<file path="src/rtl/score_keeper.sv">
// Score keeper for a two-player ball game: edge-detects point inputs, counts
// scores to WIN_SCORE, and holds the ball during a timed serve after each point.
module score_keeper #(
  parameter int unsigned WIN_SCORE    = 7,
  parameter int unsigned SERVE_CYCLES = 50000000
) (
  input  logic       clk,
  input  logic       resetn,
  input  logic       start,
  input  logic       player_0_scores,
  input  logic       player_1_scores,
  output logic [3:0] score_0,
  output logic [3:0] score_1,
  output logic       ball_resetn,
  output logic       point,
  output logic       game_over,
  output logic       winner
);

  localparam int unsigned CntW = 26;
  localparam logic [CntW-1:0] ServeLoad = CntW'(SERVE_CYCLES - 1);
  localparam logic [3:0] WinVal = 4'(WIN_SCORE);

  typedef enum logic [1:0] {StIdle, StServe, StPlay, StOver} state_e;

  state_e          state_q, state_d;
  logic [CntW-1:0] cnt_q, cnt_d;
  logic [3:0]      score_0_q, score_0_d;
  logic [3:0]      score_1_q, score_1_d;
  logic            winner_q, winner_d;
  logic            point_q, point_d;
  logic            game_over_q;
  logic            ball_resetn_q;
  logic            s0_q, s1_q;
  logic            rise_0, rise_1;
  logic [3:0]      inc_0, inc_1;

  assign rise_0 = player_0_scores & ~s0_q;
  assign rise_1 = player_1_scores & ~s1_q;
  assign inc_0  = score_0_q + 4'd1;
  assign inc_1  = score_1_q + 4'd1;

  always_comb begin
    state_d   = state_q;
    cnt_d     = cnt_q;
    score_0_d = score_0_q;
    score_1_d = score_1_q;
    winner_d  = winner_q;
    point_d   = 1'b0;
    unique case (state_q)
      StIdle, StOver: begin
        if (start) begin
          state_d   = StServe;
          cnt_d     = ServeLoad;
          score_0_d = 4'd0;
          score_1_d = 4'd0;
          winner_d  = 1'b0;
        end
      end
      StServe: begin
        // Counter is loaded with SERVE_CYCLES-1 so the hold lasts SERVE_CYCLES cycles.
        if (cnt_q == '0) begin
          state_d = StPlay;
        end else begin
          cnt_d = cnt_q - 1'b1;
        end
      end
      StPlay: begin
        if (rise_0 && rise_1) begin
          state_d = StServe;
          cnt_d   = ServeLoad;
        end else if (rise_0) begin
          score_0_d = inc_0;
          point_d   = 1'b1;
          if (inc_0 == WinVal) begin
            state_d  = StOver;
            winner_d = 1'b0;
          end else begin
            state_d = StServe;
            cnt_d   = ServeLoad;
          end
        end else if (rise_1) begin
          score_1_d = inc_1;
          point_d   = 1'b1;
          if (inc_1 == WinVal) begin
            state_d  = StOver;
            winner_d = 1'b1;
          end else begin
            state_d = StServe;
            cnt_d   = ServeLoad;
          end
        end
      end
      default: state_d = StIdle;
    endcase
  end

  always_ff @(posedge clk or negedge resetn) begin
    if (!resetn) begin
      state_q       <= StIdle;
      cnt_q         <= '0;
      score_0_q     <= 4'd0;
      score_1_q     <= 4'd0;
      winner_q      <= 1'b0;
      point_q       <= 1'b0;
      game_over_q   <= 1'b0;
      ball_resetn_q <= 1'b0;
      s0_q          <= 1'b0;
      s1_q          <= 1'b0;
    end else begin
      state_q       <= state_d;
      cnt_q         <= cnt_d;
      score_0_q     <= score_0_d;
      score_1_q     <= score_1_d;
      winner_q      <= winner_d;
      point_q       <= point_d;
      game_over_q   <= (state_d == StOver);
      ball_resetn_q <= (state_d == StPlay);
      s0_q          <= player_0_scores;
      s1_q          <= player_1_scores;
    end
  end

  assign score_0     = score_0_q;
  assign score_1     = score_1_q;
  assign ball_resetn = ball_resetn_q;
  assign point       = point_q;
  assign game_over   = game_over_q;
  assign winner      = winner_q;

endmodule
</file>
<file path="config.mk">
export PLATFORM = sky130hd
export DESIGN_NAME = score_keeper
export DESIGN_NICKNAME = d
export VERILOG_FILES = /design/src/rtl/score_keeper.sv
export SDC_FILE = /design/constraint.sdc
export NUM_CORES = 1
export LEC_CHECK = 0
export BUFFER_PORTS_ARGS = -buffer_cell sky130_fd_sc_hd__buf_4
export CORE_MARGIN = 2
export CORE_UTILIZATION = 40
export CTS_BUF_LIST = sky130_fd_sc_hd__clkbuf_4
export DETAILED_ROUTE_END_ITERATION = 16
export GPL_ROUTABILITY_DRIVEN = 0
export PLACE_DENSITY_LB_ADDON = 0.05
export SYNTH_ARGS = -nofsm -noshare
export SYNTH_HDL_FRONTEND = slang
export SYNTH_SLANG_ARGS = --single-unit
</file>
<file path="constraint.sdc">
create_clock -name clk -period 2.61 [get_ports clk]
set_input_delay 0.261 -clock clk [delete_from_list [all_inputs] [get_ports clk]]
set_output_delay 0.261 -clock clk [all_outputs]
set_load 0.05 [all_outputs]
</file>
* Word level (Yosys, flattened, before mapping)
Index checks and enable logic that the tools add are counted.
Storage, ports and cells: register bits 42, bits of input ports 5, output and inout port bits 12, word-level logic and storage cells 80
Operators by class: $add $sub $neg 3, equality and inequality tests 19, multiplexer cells 35, bitwise gates (word level) 4, reduce and logical (&&, ||, !) cells 9
Operators by type and width (number):
- $mux 26 | 7
- $pmux 26 s3 | 1
- $logic_not 26->1 | 1
- $sub 26x1->26 const B | 1
- $mux 4 | 6
- $pmux 4 s2 | 2
- $mux 2 | 7
- $ne 2x2->1 const B | 6
- $ne 4x4->1 const B | 3
- $mux 1 | 10
- $reduce_and 5->1 | 2
- $ne 3x3->1 const B | 3
- $add 4x1->4 const B | 2
- $eq 2x2->1 const B | 4
- $eq 4x3->1 const B | 2
- $pmux 2 s3 | 1
- $reduce_and 6->1 | 1
- $reduce_and 4->1 | 1
- $and 1x1->1 | 2
- $eq 2x1->1 const B | 1
- $logic_not 2->1 | 1
- $not 1->1 | 2
- $pmux 1 s2 | 1
- $reduce_bool 2->1 | 1
- 2 further kinds | 2

* Logic depth before layout (Yosys ltp)
Gate-level depths: netlist of the first run.
depth in word-level cells 8, mapped depth 10, depth with buffers taken out 9

* Least setup slack after synthesis of the first run
No wires, ideal clock.
path kind reg-to-reg, start reg score_1_q[0], in the netlist score_1[0], end reg cnt_q[19], library setup time 0.126 ns, arrival time 2.663 ns, required time 2.484 ns, path slack -0.180 ns, cell stages (with the launch flop) 10, buffers on the path 1, period minus slack after synthesis 2.790 ns, cells stage by stage dfrtp_1 > inv_1 > ha_1 > and3b_1 > a31oi_1 > o221a_2 > clkbuf_1 > nand3_1 > o21a_1 > a311o_1
On the way: longest elaborated chain between the ends 4
Ends and longest elaborated chain:
- start, declared | RTL line 29 | logic [3:0] score_1_q, score_1_d;
- start signal, assigned | RTL line 114 | score_1_q <= score_1_d;
- $add 4x1->4 | RTL line 41 | assign inc_1 = score_1_q + 4'd1;
- $eq 4x3->1 | RTL line 85 | if (inc_1 == WinVal) begin
- $ne 4x4->1 (no source line)
- $reduce_and 5->1 (no source line)
- end signal, assigned | RTL line 112 | cnt_q <= cnt_d;
- end, declared | RTL line 27 | logic [CntW-1:0] cnt_q, cnt_d;
No other way between the ends. A chain may end at the register's enable or synchronous reset.

* Final worst setup path of the first run
start reg cnt_q[18], end reg cnt_q[14]
On the way: longest elaborated chain between the ends 3
Ends and longest elaborated chain:
- $logic_not 26->1 | RTL line 62 | if (cnt_q == '0) begin
- $ne 2x2->1 (no source line)
- $reduce_and 5->1 (no source line)
No other way between the ends.

==> results.yml, run 1 <==
run_status:
  status: "finished clean"
final_layout:
  multiInputGateArea_mm2: 0.001346
  drive_gt1_share_pct: 19.54
  final_cell_mix: "dfrtp_1 (38), buf_4 (32), nand2_1 (28)"
  antenna_cells: 0
  seqCellArea_mm2: 0.001056
  layout_commonest_cell: "dfrtp_1"
  fin_nets: 316
  syn_to_final_growth_pct: 19.07
  nFillCells: 578
  finish.utilization_pct: 49.23
cts:
  cts_buffer_depth: 2
  htree_levels: 2
  cts-buffers-inserted: 5
  cts-root-buf: "clkbuf_4"
  path_clk_slew_ns: 0.13
  clock_latency_ns: 0.35
  clock-sinks: 42
  cts_tree: "done"
global_route:
  antenna_found_initial: 0
  grt_usage_pct: 18.64
  grt-ovfl-total: 0
  grt_max_degree: 43
  grt_pass1_wl_um: 9701
  grt_pass1_vias: 1975
synth:
  yosysWarningCount: 0
  synth_xor_area_share_pct: 2.879
  syn_nets: 279
  synth-edff-count: 0
  synthSimpleGateAreaFrac_pct: 26.02
  syn_area_mm2: 0.002434
  synth.distinct_cells: 49
  synthAdderAreaFrac_pct: 5.141
  synthMuxAreaShare_pct: 0.9254
  avgSynthCellArea_um2: 9.218
  netlist_instances: 264
  synth_top_family_by_area: "simple AND/OR/NAND/NOR gates"
  ys_ff_latch: 42
  ys_seq_area_share_pct: 43.19
  async_reset_ff_share_pct: 100.0
  synth_compound_area_share_pct: 18.82
  synthFlopType: "dfrtp_1"
setup_path:
  worstReg2RegStart: "cnt_q[18]"
  critPathLaunchType: "register"
  critPathMaxFanout: 7
  timing.rr.end: "cnt_q[14]"
  reg2regPathDepth: 6
  end_kind: "register"
  cp.required_ns: 2.86
  reg2reg_slack_ns: 0.1
  critical_path_arrival_ns: 2.77
  crit_type: "register to register"
floorplanning:
  die_height_um: 82
  die-area_mm2: 0.006724
  fp-row-count: 28
  ios: 17
  coreArea_mm2: 0.005886
  dieWidth_um: 82
  start_util_pct: 41.35
run:
  maxCapViolCount: 0
power:
  leakagePower_nw: 1.286
  combPwrFrac_pct: 3.3
  p_sw_mw: 0.2396
  total_power_mw: 1.115
  power_frac_clock_pct: 38.0
  p_seq_share_pct: 58.7
  vdd_ir_drop_max_mv: 0.2307
  swShare_pct: 21.49
  power.density_mw_per_mm2: 384.7
  p_int_mw: 0.8751
drt:
  firstDrtPassIters: 5
  wl_um: 5567
  drtIter0Drc: 143
  ant_nets: 0
  vias_per_cell: 5.557
  wire_per_inst_um: 14.77
  remaining_drc_errors: 0
  vias: 2095
timing:
  min_period_over_period_pct: 96.31
  skew_ns: 0.02011
  relSlewSlack_pct: 63.58
  hold_viol_final: 0
  drv_slew: 0
  fmax_mhz: 397.8
  rsz0062_at_grt: "true"
  worst_pin_slew_ns: 0.5463
  fin_crit_ns: 2.514
  finalSetupViolCount: 0
min_path:
  hold_class: "input port to register"
  hp-start: "start"
  min_to: "state_q[1]"
  whs_path_depth: 4
placed_design:
  port-buffer-count: 16
  hpwl_um: 3924
[power by group through the flow]
stage | combinational (mW) | sequential (mW) | clock (mW)
2_1_floorplan | 0.00686 | 0.670 | 0
3_3_place_gp | 0.0343 | 0.667 | 0
3_5_place_dp | 0.0348 | 0.667 | 0
4_1_cts | 0.0375 | 0.654 | 0.442
5_1_grt | 0.0425 | 0.655 | 0.468
6_report | 0.0365 | 0.654 | 0.424
[final cells by class]
class                      count  area share, %
clock inverter                 2          1.166
tap                           75          3.238
timing repair buffer          35          9.326
clock buffer                   6          1.554
multi-input combinational    203          46.46
inverter                      14          1.813
sequential                    42          36.44
[routing by layer]
layer	vias to the layer above	share of wire, %	GRT usage (%)	wire length (um)
met4	0	0.45	4.000	25
met1	1002	53	29.09	2978
met5	-	0	0	0
li1	1045	-	-	-
met2	46	42	26.26	2351
met3	2	3.8	3.846	211
[worst max-delay path, stage by stage (launching register included)]
cell and delay (ns):
dfrtp_1 0.45, or4_1 0.55, or4_1 0.59, nor2_1 0.28, a2111oi_2 0.12, o21a_1 0.18, mux2_2 0.25
[flip-flops by register name, indices dropped and copies added, names as in the netlist]
register / flops
ball_resetn: 1
cnt_q: 26
game_over: 1
point: 1
s0_q: 1
s1_q: 1
score_0: 4
score_1: 4
state_q: 2
winner: 1
[how the worst max path moves through the flow]
stage	from	endpoint
floorplan	score_1[0]	cnt_q[19]
global placement	cnt_q[18]	cnt_q[6]
detailed placement	cnt_q[18]	cnt_q[14]
CTS	cnt_q[18]	cnt_q[14]
global route	cnt_q[18]	cnt_q[14]
finish	cnt_q[18]	cnt_q[14]
[through the flow]
stage,instances,setup slack (ns),hold WS [ns],setup TNS [ns],instance area [um2]
2_1_floorplan,264,0.1138,-0.03459,0,2440
3_3_place_gp,366,0.1832,0.2896,0,2751
3_5_place_dp,366,0.1441,0.2917,0,2751
4_1_cts,376,0.1261,0.002016,0,2850
5_1_grt,377,-0.02654,0.3527,-0.02654,2898
6_report,377,0.09621,0.3447,0,2898
[what timing repair did]
| item | 4_1_cts | 5_1_grt |
|---|---|---|
| hold buffers | 2 | 1 |
| setup buffers | 0 | 0 |
| hold endpoints to repair | 43 | 1 |
| gates resized for setup | 0 | 8 |
| endpoints found under the setup margin | 0 | 13 |
[synth_stat cells (3+ instances only)]
cell       n  area share (%)
ha_1      10             5.1
nor2b_1    5             1.3
and2_1     3            0.77
inv_1     13             2.0
nor2_1    16             2.5
nor3_1     8             1.6
nand3_1   10             2.1
o21ai_0   23             4.7
clkbuf_1   3            0.46
or4_1      5             1.5
xnor2_1    3             1.1
dfrtp_1   42              43
o41ai_1    5             1.8
a21oi_1   10             2.1
nand3b_1   3            0.93
nand2b_1  11             2.8
nor4_1    10             2.6
a22o_1     3             1.1
or3_1      4             1.0
nand2_1   29             4.5
a31oi_1    5             1.3
xor2_1     5             1.8
[cells by family (layout without fill, tap and decap cells)]
group           Yosys count  after routing
compound gates           67             67
xor+xnor                  8              8
fa+ha+maj                10             10
buf+inv                  19             57
flops                    42             42
mux                       2              2
simple gates            116            116
Power figures use the tool's default switching activity.
==> run 2: changes to the inputs <==
Settings changed: ABC_AREA set to 1.
Clock period 2.61 ns to 3 ns, I/O delays scaled along.
==> run 2 against run 1 <==
Against the previous run: sequential cell count unchanged; first-iteration DRC count decreased by 20%; non-clock buffer count down 15; via count grew 11%; sequential power rose by 26%; largest power group unchanged; critical endpoint is now cnt_q[10]; synthesized cell count is 49% higher; register-to-register slack better by 0.56 ns; clock-buffer cell count is 1 lower.
==> results.yml, run 2 <==
cts:
  cts-buffers-inserted: 5
  cts_hold_buf: 1
  clock-sinks: 42
  ctsResizeCount: 0
  cts_buffer_depth: 2
  cts_tree: "done"
  htree_levels: 2
  clock_latency_ns: 0.34
  cts-root-buf: "clkbuf_4"
  cts_setup_buffers: 0
  path_clk_slew_ns: 0.12
final_layout:
  final_cell_mix: "nand2_1 (105), nor2_1 (53), inv_1 (49)"
  nFillCells: 710
  fin_cells: 509
  drive_gt1_share_pct: 18.16
  fin_nets: 427
  multiInputGateArea_mm2: 0.001489
  finish.utilization_pct: 44.96
  largest_reg_flops: 26
  regMostFlops: "cnt_q"
  syn_to_final_growth_pct: 8.437
  layout_commonest_cell: "nand2_1"
  antenna_cells: 0
  seqCellArea_mm2: 0.001051
timing:
  min_period_over_period_pct: 78.06
  drv_slew: 0
  fmax_mhz: 427.0
  fin_crit_ns: 2.342
  tns_ns: 0
  skew_ns: 0.003812
  rsz0062_at_grt: "false"
  finalSetupViolCount: 0
  relSlewSlack_pct: 62.42
  hold_viol_final: 0
  worst_pin_slew_ns: 0.5637
  timing.final.ws_setup_ns: 0.6583
floorplanning:
  start_util_pct: 41.47
  die_height_um: 88.16
  fp-row-count: 30
  coreArea_mm2: 0.006832
  dieWidth_um: 88.16
  die-area_mm2: 0.007771
  ios: 17
synth:
  yosys-top-cells-count: "nand2_1 (105), nor2_1 (53), inv_1 (49)"
  yosysWarningCount: 0
  yosysMostFrequentCell: "nand2_1"
  syn_area_mm2: 0.002833
  yosys.area.top_type_share_pct: 37.10
  ys_seq_area_share_pct: 37.10
  synthFlopType: "dfrtp_1"
  netlist_top_cells_area: "dfrtp_1 (37%), nand2_1 (14%), nor2_1 (7.0%), inv_1 (6.5%), nand2_2 (5.1%)"
  netlist_instances: 393
  syn_nets: 408
  synth-edff-count: 0
  synth.distinct_cells: 28
  synth_area_leader_cell: "dfrtp_1"
  async_reset_ff_share_pct: 100.0
  avgSynthCellArea_um2: 7.208
  ys_ff_latch: 42
setup_path:
  critical_path_arrival_ns: 2.60
  crit_type: "register to register"
  critPathLaunchType: "register"
  cp_common_cell: "inv_1"
  critPathMaxFanout: 23
  worstReg2RegStart: "state_q[0]"
  path_cells: "inv_1, ha_1, inv_1, or2_1, nand2_1, inv_1, nand2_2, nor2_4, nand2_2, buf_4, inv_1, o21ai_0"
  cp_slowest_cell: "dfrtp_1"
  cp-startpoint: "state_q[0]"
  slowest_delay_ns: 0.44
  cp.required_ns: 3.26
  end_kind: "register"
run_status:
  status: "finished clean"
drt:
  wire_per_inst_um: 11.55
  ant_nets: 0
  drtIter0Drc: 114
  remaining_drc_errors: 0
  wl_um: 5880
  firstDrtPassIters: 4
  vias_per_cell: 4.556
  vias: 2319
global_route:
  grt_pass1_vias: 2251
  grt_max_degree: 43
  grt-ovfl-total: 0
  antenna_found_initial: 0
  grt_usage_pct: 16.75
  grt_pass1_wl_um: 10360
power:
  swShare_pct: 44.67
  vdd_ir_drop_max_mv: 0.1786
  power.density_mw_per_mm2: 604.9
  p_seq_share_pct: 44.4
  leakagePower_nw: 1.527
  total_power_mw: 1.858
  p_sw_mw: 0.8299
  combPwrFrac_pct: 41.2
  p_int_mw: 1.028
  power_frac_clock_pct: 14.5
placed_design:
  hpwl_um: 4328
  dpl_worst_slack_ns: 0.6798
  port-buffer-count: 16
  dp_cells: 500
run:
  maxCapViolCount: 0
min_path:
  hold_class: "input port to register"
  hp-start: "player_0_scores"
[run 2: cell types whose count changed in the layout (fill, tap and decap cells not counted), moves of 10 or more]
cell,change
buf_4,-13
nand2b_1,-11
nand2_1,+77
nand2_2,+22
nor2_1,+38
inv_1,+36
o21ai_2,+10
[run 2: layer usage]
layer	track usage [%]	share of wire, %
met2	28.79	48
met1	21.95	50
met5	0	0
met3	3.205	2.2
met4	3.719	0
[run 2: kinds of logic after synthesis]
logic type / share of synthesized area (%)
AND/OR/NAND/NOR: 35.47
flip-flops: 37.10
AO/OA/AOI/OAI: 8.348
buffers and inverters: 10.34
adder cells (fa/ha/maj): 4.417
XOR/XNOR: 4.329
[run 2: power groups by stage]
stage	sequential (mW)	combinational [mW]	clock, mW
2_1_floorplan	0.797	0.668	0
3_3_place_gp	0.836	0.765	0
3_5_place_dp	0.835	0.766	0
4_1_cts	0.824	0.771	0.288
5_1_grt	0.846	0.887	0.306
6_report	0.825	0.765	0.269
[run 2: cell type report]
| class | count | area share, % |
|---|---|---|
| clock buffers | 5 | 1.222 |
| multi-input cells | 287 | 48.47 |
| inverters | 56 | 6.843 |
| repair buffers | 20 | 4.969 |
| flip-flops and latches | 42 | 34.22 |
| clock inverters | 3 | 0.3666 |
| well taps | 96 | 3.910 |
[run 2: path summary, 6_finish.rpt]
path	end	slack, ns	cells past startpoint
max in group asynchronous	cnt_q[18]	2.14	2
worst min-delay path	s0_q	0.06	1
worst max-delay path	cnt_q[10]	0.66	12
worst max register to register	cnt_q[10]	0.66	12
min in group asynchronous	cnt_q[5]	0.48	2
worst min register to register	cnt_q[1]	0.51	2
[run 2: through the flow]
stage	hold WS (ns)	cell area (um2)
6_report	0.06141	3072
5_1_grt	0.02254	3072
4_1_cts	0.02833	3072
3_5_place_dp	0.3445	3013
3_3_place_gp	0.3363	3013
2_1_floorplan	0.004409	2833
[run 2: worst max-delay path, delay by kind of cell (launching register included)]
kind	cells	cell delay, ns
adders and majority gates	1	0.31
DFF	1	0.44
buffers and inverters	5	0.73
AOI/OAI and AO/OA	1	0.25
and+or+nand+nor	5	0.51
